===== src/rtl/itr_pkg.sv =====
// Shared FSM type and vector helpers for the interrupt controller.
// ITR_NEST_EN enables nested acceptance with an SDEPTH-deep return stack.
package itr_pkg;

   typedef enum logic [1:0] {
      S_IDLE,
      S_REQ,
      S_HOLD,
      S_RET
   } itr_state_t;

   localparam int unsigned VEC_STRIDE = 1;

`ifdef ITR_NEST_EN
   localparam bit NEST_EN = 1'b1;
`else
   localparam bit NEST_EN = 1'b0;
`endif

   function automatic int unsigned vec_ofs(
      input int unsigned base,
      input int unsigned ch
   );
      return base + ch * VEC_STRIDE;
   endfunction

   function automatic int unsigned stack_depth(
      input int unsigned req
   );
      return NEST_EN ? req : 1;
   endfunction

endpackage


===== src/rtl/itr_stack.sv =====
// Return-address LIFO: W bits wide, DEPTH entries, push/pop/top.
// Top reads as zero while empty.
module itr_stack #(
   parameter int unsigned W     = 9,
   parameter int unsigned DEPTH = 4
) (
   input  logic         clk,
   input  logic         rst,
   input  logic         push,
   input  logic         pop,
   input  logic [W-1:0] din,
   output logic [W-1:0] top,
   output logic         full,
   output logic         empty
);

   localparam int unsigned AW =
      (DEPTH > 1) ? $clog2(DEPTH) : 1;
   localparam int unsigned CW = $clog2(DEPTH + 1);

   logic [W-1:0]  mem [DEPTH];
   logic [CW-1:0] cnt;
   logic [AW-1:0] wr_idx;
   logic [AW-1:0] rd_idx;

   assign wr_idx = AW'(cnt);
   assign rd_idx = AW'(cnt - CW'(1));
   assign full   = (cnt == CW'(DEPTH));
   assign empty  = (cnt == '0);
   assign top    = empty ? '0 : mem[rd_idx];

   always_ff @(posedge clk or negedge rst) begin
      if (!rst) begin
         cnt <= '0;
      end else if (push && !full) begin
         cnt <= cnt + CW'(1);
      end else if (pop && !empty) begin
         cnt <= cnt - CW'(1);
      end
   end

   always_ff @(posedge clk) begin
      if (push && !full) begin
         mem[wr_idx] <= din;
      end
   end

endmodule


===== src/rtl/itr_ctrl.sv =====
// Vectored interrupt controller: edge latch, fixed priority, return stack.
// ITR_NEST_EN: nested acceptance up to SDEPTH; otherwise one at a time.
module itr_ctrl
   import itr_pkg::*;
#(
   parameter int unsigned MINSTW  = 9,
   parameter int unsigned NUITR   = 4,
   parameter int unsigned SDEPTH  = 4,
   parameter int unsigned ITRBASE = 1
) (
   input  logic              clk,
   input  logic              rst,
   input  logic [NUITR-1:0]  itr_in,
   input  logic [NUITR-1:0]  itr_mask,
   input  logic [MINSTW-1:0] pc_addr,
   input  logic              ready,
   input  logic              reti,
   output logic              itr_req,
   output logic [MINSTW-1:0] itr_vec,
   output logic              ret_load,
   output logic [MINSTW-1:0] ret_addr,
   output logic [NUITR-1:0]  active,
   output logic [NUITR-1:0]  pending,
   output logic              err
);

   localparam int unsigned KW =
      (NUITR > 1) ? $clog2(NUITR) : 1;
   localparam int unsigned DEPTH = stack_depth(SDEPTH);

   itr_state_t state;
   itr_state_t state_n;

   logic [NUITR-1:0]  smp;
   logic [NUITR-1:0]  smp_q;
   logic [NUITR-1:0]  edg;
   logic [NUITR-1:0]  pend_q;
   logic [NUITR-1:0]  act_q;
   logic [NUITR-1:0]  act_lsb;
   logic [NUITR-1:0]  below;
   logic [NUITR-1:0]  elig;
   logic [NUITR-1:0]  sel_oh;
   logic [NUITR-1:0]  clr;
   logic [KW-1:0]     pick;
   logic [KW-1:0]     sel_q;
   logic              reti_q;
   logic              err_q;
   logic              push;
   logic              full;
   logic              empty;
   logic [MINSTW-1:0] top;

   itr_stack #(
      .W     (MINSTW),
      .DEPTH (DEPTH)
   ) u_stack (
      .clk   (clk),
      .rst   (rst),
      .push  (push),
      .pop   (ret_load),
      .din   (pc_addr),
      .top   (top),
      .full  (full),
      .empty (empty)
   );

   // Two sample stages: an edge is a fresh high sample over a low one.
   assign edg     = smp & ~smp_q;
   assign act_lsb = act_q & (~act_q + NUITR'(1));
   assign sel_oh  = NUITR'(1) << sel_q;
   assign clr     = (state == S_REQ) ? sel_oh : '0;

`ifdef ITR_NEST_EN
   assign below = (act_q == '0) ? '1 : act_lsb - NUITR'(1);
`else
   assign below = (act_q == '0) ? '1 : '0;
`endif

   assign elig = pend_q & itr_mask & below;

   always_comb begin
      pick = '0;
      for (int i = NUITR - 1; i >= 0; i--) begin
         if (elig[i]) pick = KW'(i);
      end
   end

   always_comb begin
      state_n = state;
      push    = 1'b0;
      unique case (state)
         S_IDLE: begin
            if (reti || reti_q) begin
               state_n = S_RET;
            end else if (ready && |elig && !full) begin
               state_n = S_REQ;
            end
         end
         S_REQ: begin
            push    = 1'b1;
            state_n = S_HOLD;
         end
         S_HOLD:  state_n = S_IDLE;
         S_RET:   state_n = S_IDLE;
         default: state_n = S_IDLE;
      endcase
   end

   always_ff @(posedge clk or negedge rst) begin
      if (!rst) begin
         state  <= S_IDLE;
         smp    <= '0;
         smp_q  <= '0;
         pend_q <= '0;
         act_q  <= '0;
         sel_q  <= '0;
         reti_q <= 1'b0;
         err_q  <= 1'b0;
      end else begin
         state  <= state_n;
         smp    <= itr_in;
         smp_q  <= smp;
         pend_q <= (pend_q & ~clr) | edg;
         if (state == S_IDLE) begin
            sel_q  <= pick;
            reti_q <= 1'b0;
         end else if (reti) begin
            reti_q <= 1'b1;
         end
         if (state == S_REQ) begin
            act_q <= act_q | sel_oh;
         end else if (ret_load) begin
            act_q <= act_q & ~act_lsb;
         end
         if (state == S_RET && empty) begin
            err_q <= 1'b1;
         end
      end
   end

   assign itr_req  = (state == S_REQ);
   assign itr_vec  = itr_req ?
      MINSTW'(vec_ofs(ITRBASE, 32'(sel_q))) : '0;
   assign ret_load = (state == S_RET) && !empty;
   assign ret_addr = ret_load ? top : '0;
   assign active   = act_q;
   assign pending  = pend_q;
   assign err      = err_q;

endmodule


===== config.mk =====
export PLATFORM = sky130hd
export DESIGN_NAME = itr_ctrl
export DESIGN_NICKNAME = d
export VERILOG_FILES = /design/src/rtl/itr_pkg.sv /design/src/rtl/itr_stack.sv /design/src/rtl/itr_ctrl.sv
export SDC_FILE = /design/constraint.sdc
export NUM_CORES = 1
export LEC_CHECK = 0
export ABC_CLOCK_PERIOD_IN_PS = 2050
export BUFFER_PORTS_ARGS = -buffer_cell sky130_fd_sc_hd__buf_4
export CAP_MARGIN = 5
export CORE_UTILIZATION = 48
export CTS_BUF_LIST = sky130_fd_sc_hd__clkbuf_16
export DETAILED_ROUTE_END_ITERATION = 10
export MAX_ROUTING_LAYER = met4
export PLACE_DENSITY = 0.77
export SLEW_MARGIN = 5
export SYNTH_ARGS = -nofsm -noshare
export SYNTH_HDL_FRONTEND = slang
export SYNTH_HIERARCHICAL = 1
export SYNTH_SLANG_ARGS = --single-unit

===== constraint.sdc =====
create_clock -name clk -period 2.05 [get_ports clk]
set_input_delay 0.41 -clock clk [delete_from_list [all_inputs] [get_ports clk]]
set_output_delay 0.41 -clock clk [all_outputs]
set_load 0.005 [all_outputs]

==> metrics, run 1 <==
status=completed; Critical Path Slowest Stage Cell=nor2b_2; Yosys reg bits=32; peak fanout along the critical path=10; number of H-tree levels=2; fraction of final layout cells with drive strength greater than 1=37.58%; number of antenna-violating nets in the routed design=0; Cells after Synth=around 120; arrival time of data at the critical path endpoint=1.53 ns; Max Slew Vio Count=0; Global Route Usage Sum=roughly 20%; final critical-path share of the clock period=a little over nine tenths; fill cell instance count of the final layout=205; final WL=approximately 2.7 mm; grt total ovfl=0; initial core utilization=between 50% and 60%; reported max-cap violation count=0; fin cells=about 200; unrepaired setup endpoints after global routing=no; largest net degree at the start of global routing=24; syn_area_per_cell=between 10 and 15 um2; post-CTS setup buffer count=0; post-DR vias/cell=5.107; area of the multi-input gates=471.7 um2; vias in the first global route=1000; path type of the worst setup path=reg2out; number of vias in the routed layout=1001; Total Power Consumption=between 2 and 2.5 mW; Num CTS Buffers=5; CTS tree=yes; Rows=19; Clock Latency Late Sink=about 0.27 ns; Peak VDD IR=slightly below 900 uV; area overhead of the layout relative to synthesis=32.04%; Final Skew=between 0.002 and 0.003 ns; placed insts=around 190; antenna violations before repair=0; required time at the endpoint of the critical path=roughly 1.6 ns; Crit path max-delay family=simple AND/OR/NAND/NOR gates; Post-Route Hold Slack=0.02873 ns; drt first-iter violations=14; clk root buf=clkbuf_16; Final Wtd Congestion=~0.84; sequential cell area fraction in the yosys report=about three fifths; summed instance area of the synthesized netlist=0.001418 mm2; number of warnings printed during yosys synthesis=6; number of top-level pins=50; time the final worst path needs with I/O delays and setup=around 1.9 ns; Max-slew headroom=65.81%; count of clock tree sinks=32; HPWL after detailed placement=1.983 mm; die area=approximately 0.0032 mm2; combined buffer and inverter count along the critical path=1; setup TNS=0 ns; detail-routed net length per standard cell=13.64 um; Distinct cells, synth=35; ordered list of cells on the worst path=nor2b_2 > and2_4 > buf_4; cell area power density=approximately 1200 mW/mm2; nature of the critical path endpoint=output port; core area=0.002781 mm2; chip height=roughly 56 um; reported leakage power=just over 0.9 nW; maximum buffer depth of the clock tree=2; wire length of the first global-routing pass=between 4 and 5 mm; width of the chip=56.35 um; detailed-route DRC error count=0; final hold violation count=0; clock transition at the registers of the reported paths=roughly 0.050 ns; number of endpoints failing setup at the final stage=0; area of all sequential standard cells=around 850 um2; longest individual stage delay on the worst path=0.49 ns; drt pass-1 iters=4; measured slew at the worst slew-check pin=a little over 0.5 ns; sort of element at the start of the critical path=flip-flop; f_max=approximately 520 MHz; number of buffers added on ports=43; total inserted antenna cells=0; Layout Nets=between 150 and 200; Hold Crit Class=in2async
[layer usage]
metal | share of wire, % | track usage, % | wire [um] | up-vias
met5 | 0 | - | 0 | -
met4 | 4.1 | 13.24 | 110 | 0
met3 | 3.7 | 4.147 | 100 | 13
met2 | 52 | 31.97 | 1402 | 34
met1 | 40 | 22.38 | 1060 | 480
li1 | - | - | - | 474
[state kept, by name, summed over array words and instances (netlist names)]
name,count
state,2
smp_q,4
active,4
pending,4
reti_q,1
sel_q,2
err,1
u_stack/full,1
u_stack/mem,9
smp,4
[final timing paths]
kind | from | to | slack, ns | depth (start not counted)
max in group asynchronous | rst | u_stack/full$_DFFE_PN0P_ | 1.77 | 1
hold / removal | rst | smp[1]$_DFF_PN0_ | 0.03 | 1
setup / recovery | state[0]$_DFFE_PN0P_ | itr_vec[2] | 0.11 | 3
min in group clk | itr_in[1] | smp[1]$_DFF_PN0_ | 0.25 | 1
setup reg to reg | state[0]$_DFFE_PN0P_ | u_stack/mem[0][3]$_DFFE_PP_ | 0.45 | 3
hold reg to reg | smp[3]$_DFF_PN0_ | smp_q[3]$_DFF_PN0_ | 0.38 | 0
[cells by family (layout without fill, tap and decap cells)]
family | Yosys count | after routing | synth area share [%]
and+or+nand+nor | 41 | 41 | 17.48
DFF | 32 | 32 | 59.66
AOI/OAI and AO/OA | 19 | 19 | 10.68
buffers and inverters | 19 | 63 | 8.385
adders and majority gates | 4 | 4 | 3.531
other | 1 | 6 | 0.2645
[cells in the mapped netlist]
cell | n | area share [%]
and3_1 | 1 | 0.44
nor4_2 | 1 | 0.88
nand2_2 | 1 | 0.44
a21oi_1 | 4 | 1.4
conb_1 | 1 | 0.26
and2_4 | 1 | 0.62
buf_6 | 3 | 2.4
nand3_1 | 1 | 0.35
o21ai_1 | 1 | 0.35
nor2_2 | 1 | 0.44
buf_4 | 6 | 3.2
ha_1 | 4 | 3.5
inv_4 | 1 | 0.44
nand4b_1 | 1 | 0.62
nor2_1 | 5 | 1.3
a22o_1 | 3 | 1.9
edfxtp_1 | 9 | 19
a22oi_2 | 1 | 0.88
and2_1 | 20 | 8.8
nand2_1 | 5 | 1.3
o22ai_1 | 2 | 0.88
o21ai_0 | 1 | 0.35
nor2b_1 | 1 | 0.44
o21bai_4 | 1 | 1.3
a21o_1 | 1 | 0.53
nor2b_2 | 1 | 0.62
nand2_4 | 1 | 0.79
a31o_2 | 1 | 0.62
nor3_1 | 1 | 0.35
inv_1 | 9 | 2.4
o22ai_2 | 1 | 0.88
a32oi_1 | 1 | 0.62
dfrtp_1 | 23 | 41
a22oi_1 | 1 | 0.53
a31oi_1 | 1 | 0.44
[report_power, final]
| part | internal (mW) | leakage (nW) | switching (mW) |
|---|---|---|---|
| Combinational | 0.349 | 0.498 | 0.313 |
| Clock | 0.434 | 0.0738 | 0.228 |
| Sequential | 0.821 | 0.347 | 0.150 |
[per-stage QoR]
step / util (%) / setup WS, ns / cell area, um2
floorplan: - / 0.4643 / 1436
global placement: 62.35 / 0.4589 / 1734
global route: 67.30 / 0.007677 / 1872
finish: 67.30 / 0.1111 / 1872
CTS: 67.25 / 0.09667 / 1871
detailed placement: 62.35 / 0.4066 / 1734
[cell type report]
type                       count  share of cell area, %
clock buffer                   5                  6.684
sequential                    32                  45.25
inverter                      10                  2.139
clock inverter                 3                 0.6016
tap                           31                  2.072
timing repair buffer          45                  18.05
multi-input combinational     70                  25.20
[cell usage in the layout, fill, tap and decap left out, types with 2 or more instances in the layout]
master,count
a21oi_1,4
a22o_1,3
and2_1,20
buf_4,45
clkbuf_16,5
conb_1,6
dfrtp_1,22
edfxtp_1,9
ha_1,4
inv_1,11
nand2_1,5
nor2_1,5
o22ai_1,2
[what timing repair did]
item                                    CTS  global route
hold buffers                              0             0
resized for setup                         0             1
endpoints found under the setup margin    0             2
No activity file was read; power rests on OpenSTA's default activity.
==> inputs of run 2 (changes only) <==
Settings changed: ABC_AREA set to 1, ABC_CLOCK_PERIOD_IN_PS 2050 to 2350, CORE_UTILIZATION 48 to 50, GPL_TIMING_DRIVEN set to 0, PLACE_DENSITY 0.77 to 0.8.
Clock period 2.05 ns to 2.35 ns, I/O delays scaled along.
==> run 2 against run 1 <==
Effect of this change: highest routed layer unchanged; sequential share of layout area down 2.1 points; clock-buffer cell count unchanged; critical endpoint is now ret_addr[4]; combinational power up 3.3%; clock skew about the same.
==> metrics, run 2 <==
clk root buf=clkbuf_16; simple-gate share of the synthesized area=between 10% and 20%; part of the total power dissipated in sequential elements=between 30% and 40%; number of hold buffers added after cts=0; Final Skew=approximately 0.0028 ns; path type of the worst setup path=reg2out; XOR/XNOR Fraction of Synth Area=0%; Distinct cells, synth=21; Peak VDD IR=~800 uV; Max Slew Vio Count=0; width of the chip=55.74 um; number of endpoints failing setup at the final stage=0; peak fanout along the critical path=10; net switching power=~0.70 mW; chip height=55.74 um; HPWL after detailed placement=between 2 and 2.5 mm; Synth top cells by count=41 x inv_1, 23 x dfrtp_1, 22 x nand2_1; Rows=19; number of vias in the routed layout=~1100; Layout Nets=approximately 240; fraction of final layout cells with drive strength greater than 1=around 31%; final critical-path share of the clock period=~77%; leading cell type in the layout, fill and taps excluded=buf_4; total inserted antenna cells=0; commonest non-fill, non-tap cells in the layout=49 x buf_4, 43 x inv_1, 23 x dfrtp_1; grt total ovfl=0; final design instance area without fill=a little under 0.002 mm2; Synth Flop Type=dfrtp_1; post-DR vias/cell=approximately 4.7; Clock Latency Late Sink=~0.27 ns; summed instance area of the synthesized netlist=0.001444 mm2; final critical-path setup slack=approximately 0.54 ns; antenna violations before repair=0; final WL=a little under 3 mm; f_max=roughly 550 MHz; drt first-iter violations=between 40 and 50; proportion of power drawn by combinational gates=about a third; area overhead of the layout relative to synthesis=35.79%; top cells by area, synth=dfrtp_1 40%, edfxtp_1 19%, inv_1 11%, nand2_1 5.7%, nor2_1 4.7%; unrepaired setup endpoints after global routing=no; switching share of total power=between 30 and 40%; largest net degree at the start of global routing=24; initial core utilization=52.81%; final hold violation count=0; compound-gate portion of the synthesized area=under 10%; core area=0.002734 mm2; post_cts resized=0; Final Wtd Congestion=a little under 0.8; Total Power Consumption=~2.1 mW; share of async-settable or async-resettable flops after synthesis=approximately 72%; clock transition at the registers of the reported paths=0.05 ns; longest individual stage delay on the worst path=between 0.3 and 0.4 ns; part of the total power dissipated in the clock network=27.7%; EDFF count, synth=9; fin cells=between 200 and 250; vias in the first global route=between 1000 and 1500; mux contribution to synthesized area=0%; number of buffers added on ports=43; total placed instance area=0.001824 mm2; setup TNS=0 ns; die area=0.003106 mm2; largest register by flop count=u_stack/mem; number of top-level pins=50; time the final worst path needs with I/O delays and setup=1.815 ns; main combinational cell family by area after synthesis=simple AND/OR/NAND/NOR gates; sort of element at the start of the critical path=flip-flop; placed insts=roughly 230; Yosys reg bits=32; detail-routed net length per standard cell=~12 um; drt pass-1 iters=4; Hold Crit Class=in2async; max FFs per register=9; arrival time of data at the critical path endpoint=around 1.3 ns; design internal power=between 1 and 1.5 mW; maximum buffer depth of the clock tree=2; cell area power density=1064 mW/mm2; status=completed; number of warnings printed during yosys synthesis=6; Post-Route Hold Slack=about 0.077 ns; wire length of the first global-routing pass=between 5 and 6 mm; Cells after Synth=~160; syn_area_per_cell=roughly 9.3 um2; sequential cell area fraction in the yosys report=around three fifths; most repeated cell in the gate-level netlist after synthesis=inv_1; detailed-route DRC error count=0; post-synthesis share of cell area spent on full adders, half adders and majority gates=3.466%; post-CTS setup buffer count=0; reported max-cap violation count=0; ordered list of cells on the worst path=inv_1 > nor2_4 > inv_2 > nor2_1 > buf_4; CTS tree=yes; Num CTS Buffers=5; reported leakage power=between 1 and 1.5 nW; Critical Path Slowest Stage Cell=dfrtp_1; fraction of post-synthesis cell area in the top cell type by area=approximately two fifths; required time at the endpoint of the critical path=1.88 ns; number of H-tree levels=2; count of clock tree sinks=32; nature of the critical path endpoint=output port; Final Core Density=slightly above 70%; cell accounting for the most synthesized area=dfrtp_1; Setup WS pre-CTS=just over 0.8 ns; Global Route Usage Sum=about 22%; number of antenna-violating nets in the routed design=0
-- run 2: cell count changes after synthesis, sizes merged, moves of 2 or more --
cell   delta
a21oi     -2
a22o      -3
a22oi     -2
and2     -21
buf       -2
inv      +32
nand2    +19
nand3     +4
nor2     +15
nor2b     -2
o21ai     +7
-- run 2: path summary, 6_finish.rpt --
| kind | startpoint | end | cells after the start | slack [ns] |
|---|---|---|---|---|
| setup / recovery | u_stack/full$_DFFE_PN0P_ | ret_addr[4] | 5 | 0.54 |
| hold / removal | rst | reti_q$_DFFE_PN0P_ | 1 | 0.08 |
| setup reg to reg | state[1]$_DFFE_PN0P_ | u_stack/mem[0][6]$_DFFE_PP_ | 5 | 0.88 |
| hold reg to reg | smp[3]$_DFF_PN0_ | smp_q[3]$_DFF_PN0_ | 0 | 0.37 |
| max in group asynchronous | rst | smp[0]$_DFF_PN0_ | 1 | 2.05 |
| min in group clk | itr_in[3] | smp[3]$_DFF_PN0_ | 1 | 0.30 |
-- run 2: power groups by stage --
stage          clock [mW]  sequential (mW)  combinational, mW
2_1_floorplan           0            0.808              0.416
3_3_place_gp            0            0.823              0.639
3_5_place_dp            0            0.830              0.672
4_1_cts             0.588            0.824              0.691
5_1_grt             0.617            0.843              0.772
6_report            0.577            0.824              0.684
-- run 2: worst max-delay path, delay by kind of cell, from the launching register on --
family        cells  cell delay (ns)
buf+inv           3             0.36
simple gates      2             0.33
flops             1             0.38
-- run 2: final cells by class --
class                      count  area, um2
multi-input combinational     79      402.9
sequential                    32      845.8
clock buffer                   5      125.1
inverter                      42      157.7
clock inverter                 3      11.26
fill                         217      773.2
buffer                         7      56.30
timing repair buffer          43      322.8
tap                           31      38.79
-- run 2: cells by family (layout without fill, tap and decap cells) --
logic type      Yosys count  after routing
fa+ha+maj                 4              4
simple gates             52             52
flops                    32             32
buf+inv                  49            100
compound gates           17             17
other cells               1              6
-- run 2: layer usage --
metal	track usage (%)	routed length (um)
met1	24.20	1115
met2	39.24	1583
met3	4.419	138
met4	10.71	57
met5	-	0
==> inputs of run 3 (changes only) <==
Settings changed: ABC_CLOCK_PERIOD_IN_PS 2350 to 1880, CORE_UTILIZATION 50 to 49, PLACE_DENSITY 0.8 to 0.78.
Clock period 2.35 ns to 1.88 ns, I/O delays scaled along.
==> run 3 against run 2 <==
Effect of this change: clock-buffer cell count is the same; sequential cell count did not move; first-iteration DRC count decreased by 47%; core utilization decreased by 0.87 points; via count down 0.35%; cell area grew 0.51%; wire length grew 2.2%; clock power is 26% higher; register-to-register slack got worse by 0.49 ns; worst setup slack got worse by 0.41 ns; sequential power rose by 25%; largest cell class unchanged.
==> metrics, run 3 (synthesis results as in run 2) <==
status=completed; wire length of the first global-routing pass=4.809 mm; Max Slew Vio Count=0; Layout Nets=between 200 and 250; unrepaired setup endpoints after global routing=no; switching share of total power=33.54%; reported max-cap violation count=0; Setup WS pre-CTS=0.3951 ns; leading cell type in the layout, fill and taps excluded=buf_4; fill cell instance count of the final layout=around 210; chip height=between 50 and 60 um; wire length the detailed router placed on met1=about 1.2 mm; number of top-level pins=50; final hold violation count=0; number of buffers added on ports=43; drt first-iter violations=24; number of H-tree levels=2; grt total ovfl=0; peak fanout along the critical path=10; CTS tree=yes; time the final worst path needs with I/O delays and setup=roughly 1.8 ns; clock transition at the registers of the reported paths=approximately 0.05 ns; antenna violations before repair=0; core area=between 0.002 and 0.003 mm2; detail-routed net length per standard cell=12.18 um; area overhead of the layout relative to synthesis=36.48%; net switching power=between 0.8 and 0.9 mW; drt pass-1 iters=4; longest individual stage delay on the worst path=0.42 ns; final WL=between 2 and 3 mm; worst-case reg-to-reg path depth=5; number of vias in the routed layout=roughly 1100; HPWL after detailed placement=2.099 mm; nature of the critical path endpoint=output port; final design instance area without fill=slightly below 0.002 mm2; cell area power density=between 1000 and 1500 mW/mm2; Clock Latency Late Sink=0.27 ns; die area=about 0.0032 mm2; largest register by flop count=u_stack/mem; part of the total power dissipated in sequential elements=between 30% and 40%; uppermost signal routing layer after detailed routing=met4; design internal power=~1.7 mW; fraction of final layout cells with drive strength greater than 1=a little under a third; Num CTS Buffers=5; fin cells=243; reg-to-reg slack, setup=just under 0.4 ns; proportion of power drawn by combinational gates=32.7%; routed wire length on met3=151 um; Cells on Worst Hold Path=1; initial core utilization=approximately half; Hold Crit Class=in2reg; Critical Path Slowest Stage Cell=dfrtp_1; arrival time of data at the critical path endpoint=~1.4 ns; Final Wtd Congestion=~0.86; Final Skew=0.004840 ns; R2R Path Start=state[1]$_DFFE_PN0P_; width of the chip=~56 um; max FFs per register=9; reg-to-reg endpoint=u_stack/mem[0][1]$_DFFE_PP_; placed insts=between 200 and 250; final critical-path share of the clock period=between 90 and 100%; Post-Route Hold Slack=between 0.2 and 0.25 ns; Peak VDD IR=approximately 1000 uV; maximum buffer depth of the clock tree=2; largest net degree at the start of global routing=24; detailed-route DRC error count=0; number of antenna-violating nets in the routed design=0; Rows=19; commonest non-fill, non-tap cells in the layout=49 x buf_4, 42 x inv_1, 23 x dfrtp_1; amount of wire on met2 after detailed routing=1.484 mm; vias in the first global route=between 1000 and 1500; post_cts resized=0; startpoint of the worst hold path=itr_in[3]; f_max=~570 MHz; part of the total power dissipated in the clock network=roughly 28%; end of the worst hold path=smp[3]$_DFF_PN0_; number of endpoints failing setup at the final stage=0; ordered list of cells on the worst path=nand2_2 > nor2_4 > inv_2 > nor2_1 > buf_4; reported leakage power=approximately 1.1 nW; clk root buf=clkbuf_16; required time at the endpoint of the critical path=roughly 1.5 ns; Global Route Usage Sum=21.63%; setup TNS=0 ns; total inserted antenna cells=0; sort of element at the start of the critical path=flip-flop; post-DR vias/cell=4.654; total placed instance area=between 0.0015 and 0.002 mm2; count of clock tree sinks=32; final critical-path setup slack=0.1237 ns; path type of the worst setup path=reg2out
==> run 3: per-stage QoR <==
stage,util [%],total power [mW]
3_3_place_gp,65.59,1.831
5_1_grt,70.85,2.802
4_1_cts,70.85,2.625
3_5_place_dp,65.59,1.873
2_1_floorplan,-,1.530
6_report,70.85,2.611
==> run 3: routing by layer <==
metal,global-route usage (%),vias to the layer above
met5,-,-
met4,12.89,0
met3,8.065,10
met2,34.01,39
met1,23.39,520
li1,-,562
==> run 3: worst max-delay path by stage <==
stage               cells past startpoint  slack (ns)            startpoint                           to
finish                                  5        0.12  state[1]$_DFFE_PN0P_                  ret_addr[7]
detailed placement                      5        0.40  state[1]$_DFFE_PN0P_  u_stack/mem[0][7]$_DFFE_PP_
CTS                                     5        0.16  sel_q[0]$_DFFE_PN0P_                   itr_vec[1]
global placement                        5        0.44  state[1]$_DFFE_PN0P_  u_stack/mem[0][1]$_DFFE_PP_
global route                            5        0.06  state[1]$_DFFE_PN0P_                  ret_addr[7]
floorplan                               5        0.60  state[1]$_DFFE_PN0P_  u_stack/mem[0][0]$_DFFE_PP_
==> run 3: critical path, delay by kind of cell, from the launching register on <==
kind | cells | cell delay [ns]
buf+inv | 2 | 0.27
flops | 1 | 0.42
simple gates | 3 | 0.42
==> run 3: power by group through the flow <==
stage | sequential [mW] | combinational [mW] | clock [mW]
CTS | 1.03 | 0.856 | 0.742
global placement | 1.02 | 0.809 | 0
detailed placement | 1.03 | 0.839 | 0
floorplan | 1.01 | 0.520 | 0
finish | 1.03 | 0.854 | 0.728
global route | 1.05 | 0.971 | 0.785
==> run 3: layout make-up <==
class                      count  area, um2  share of cell area, %
clock buffer                   5      125.1                  6.349
sequential                    32      845.8                  42.92
tap                           31      38.79                  1.968
timing repair buffer          44      332.8                  16.89
inverter                      42      157.7                  8.000
multi-input combinational     79      402.9                  20.44
clock inverter                 3      11.26                 0.5714
buffer                         7      56.30                  2.857
==> run 3: timing repair <==
action | CTS | global route
setup buffers | 0 | 0
endpoints found under the hold margin | 11 | 0
hold buffers | 1 | 0
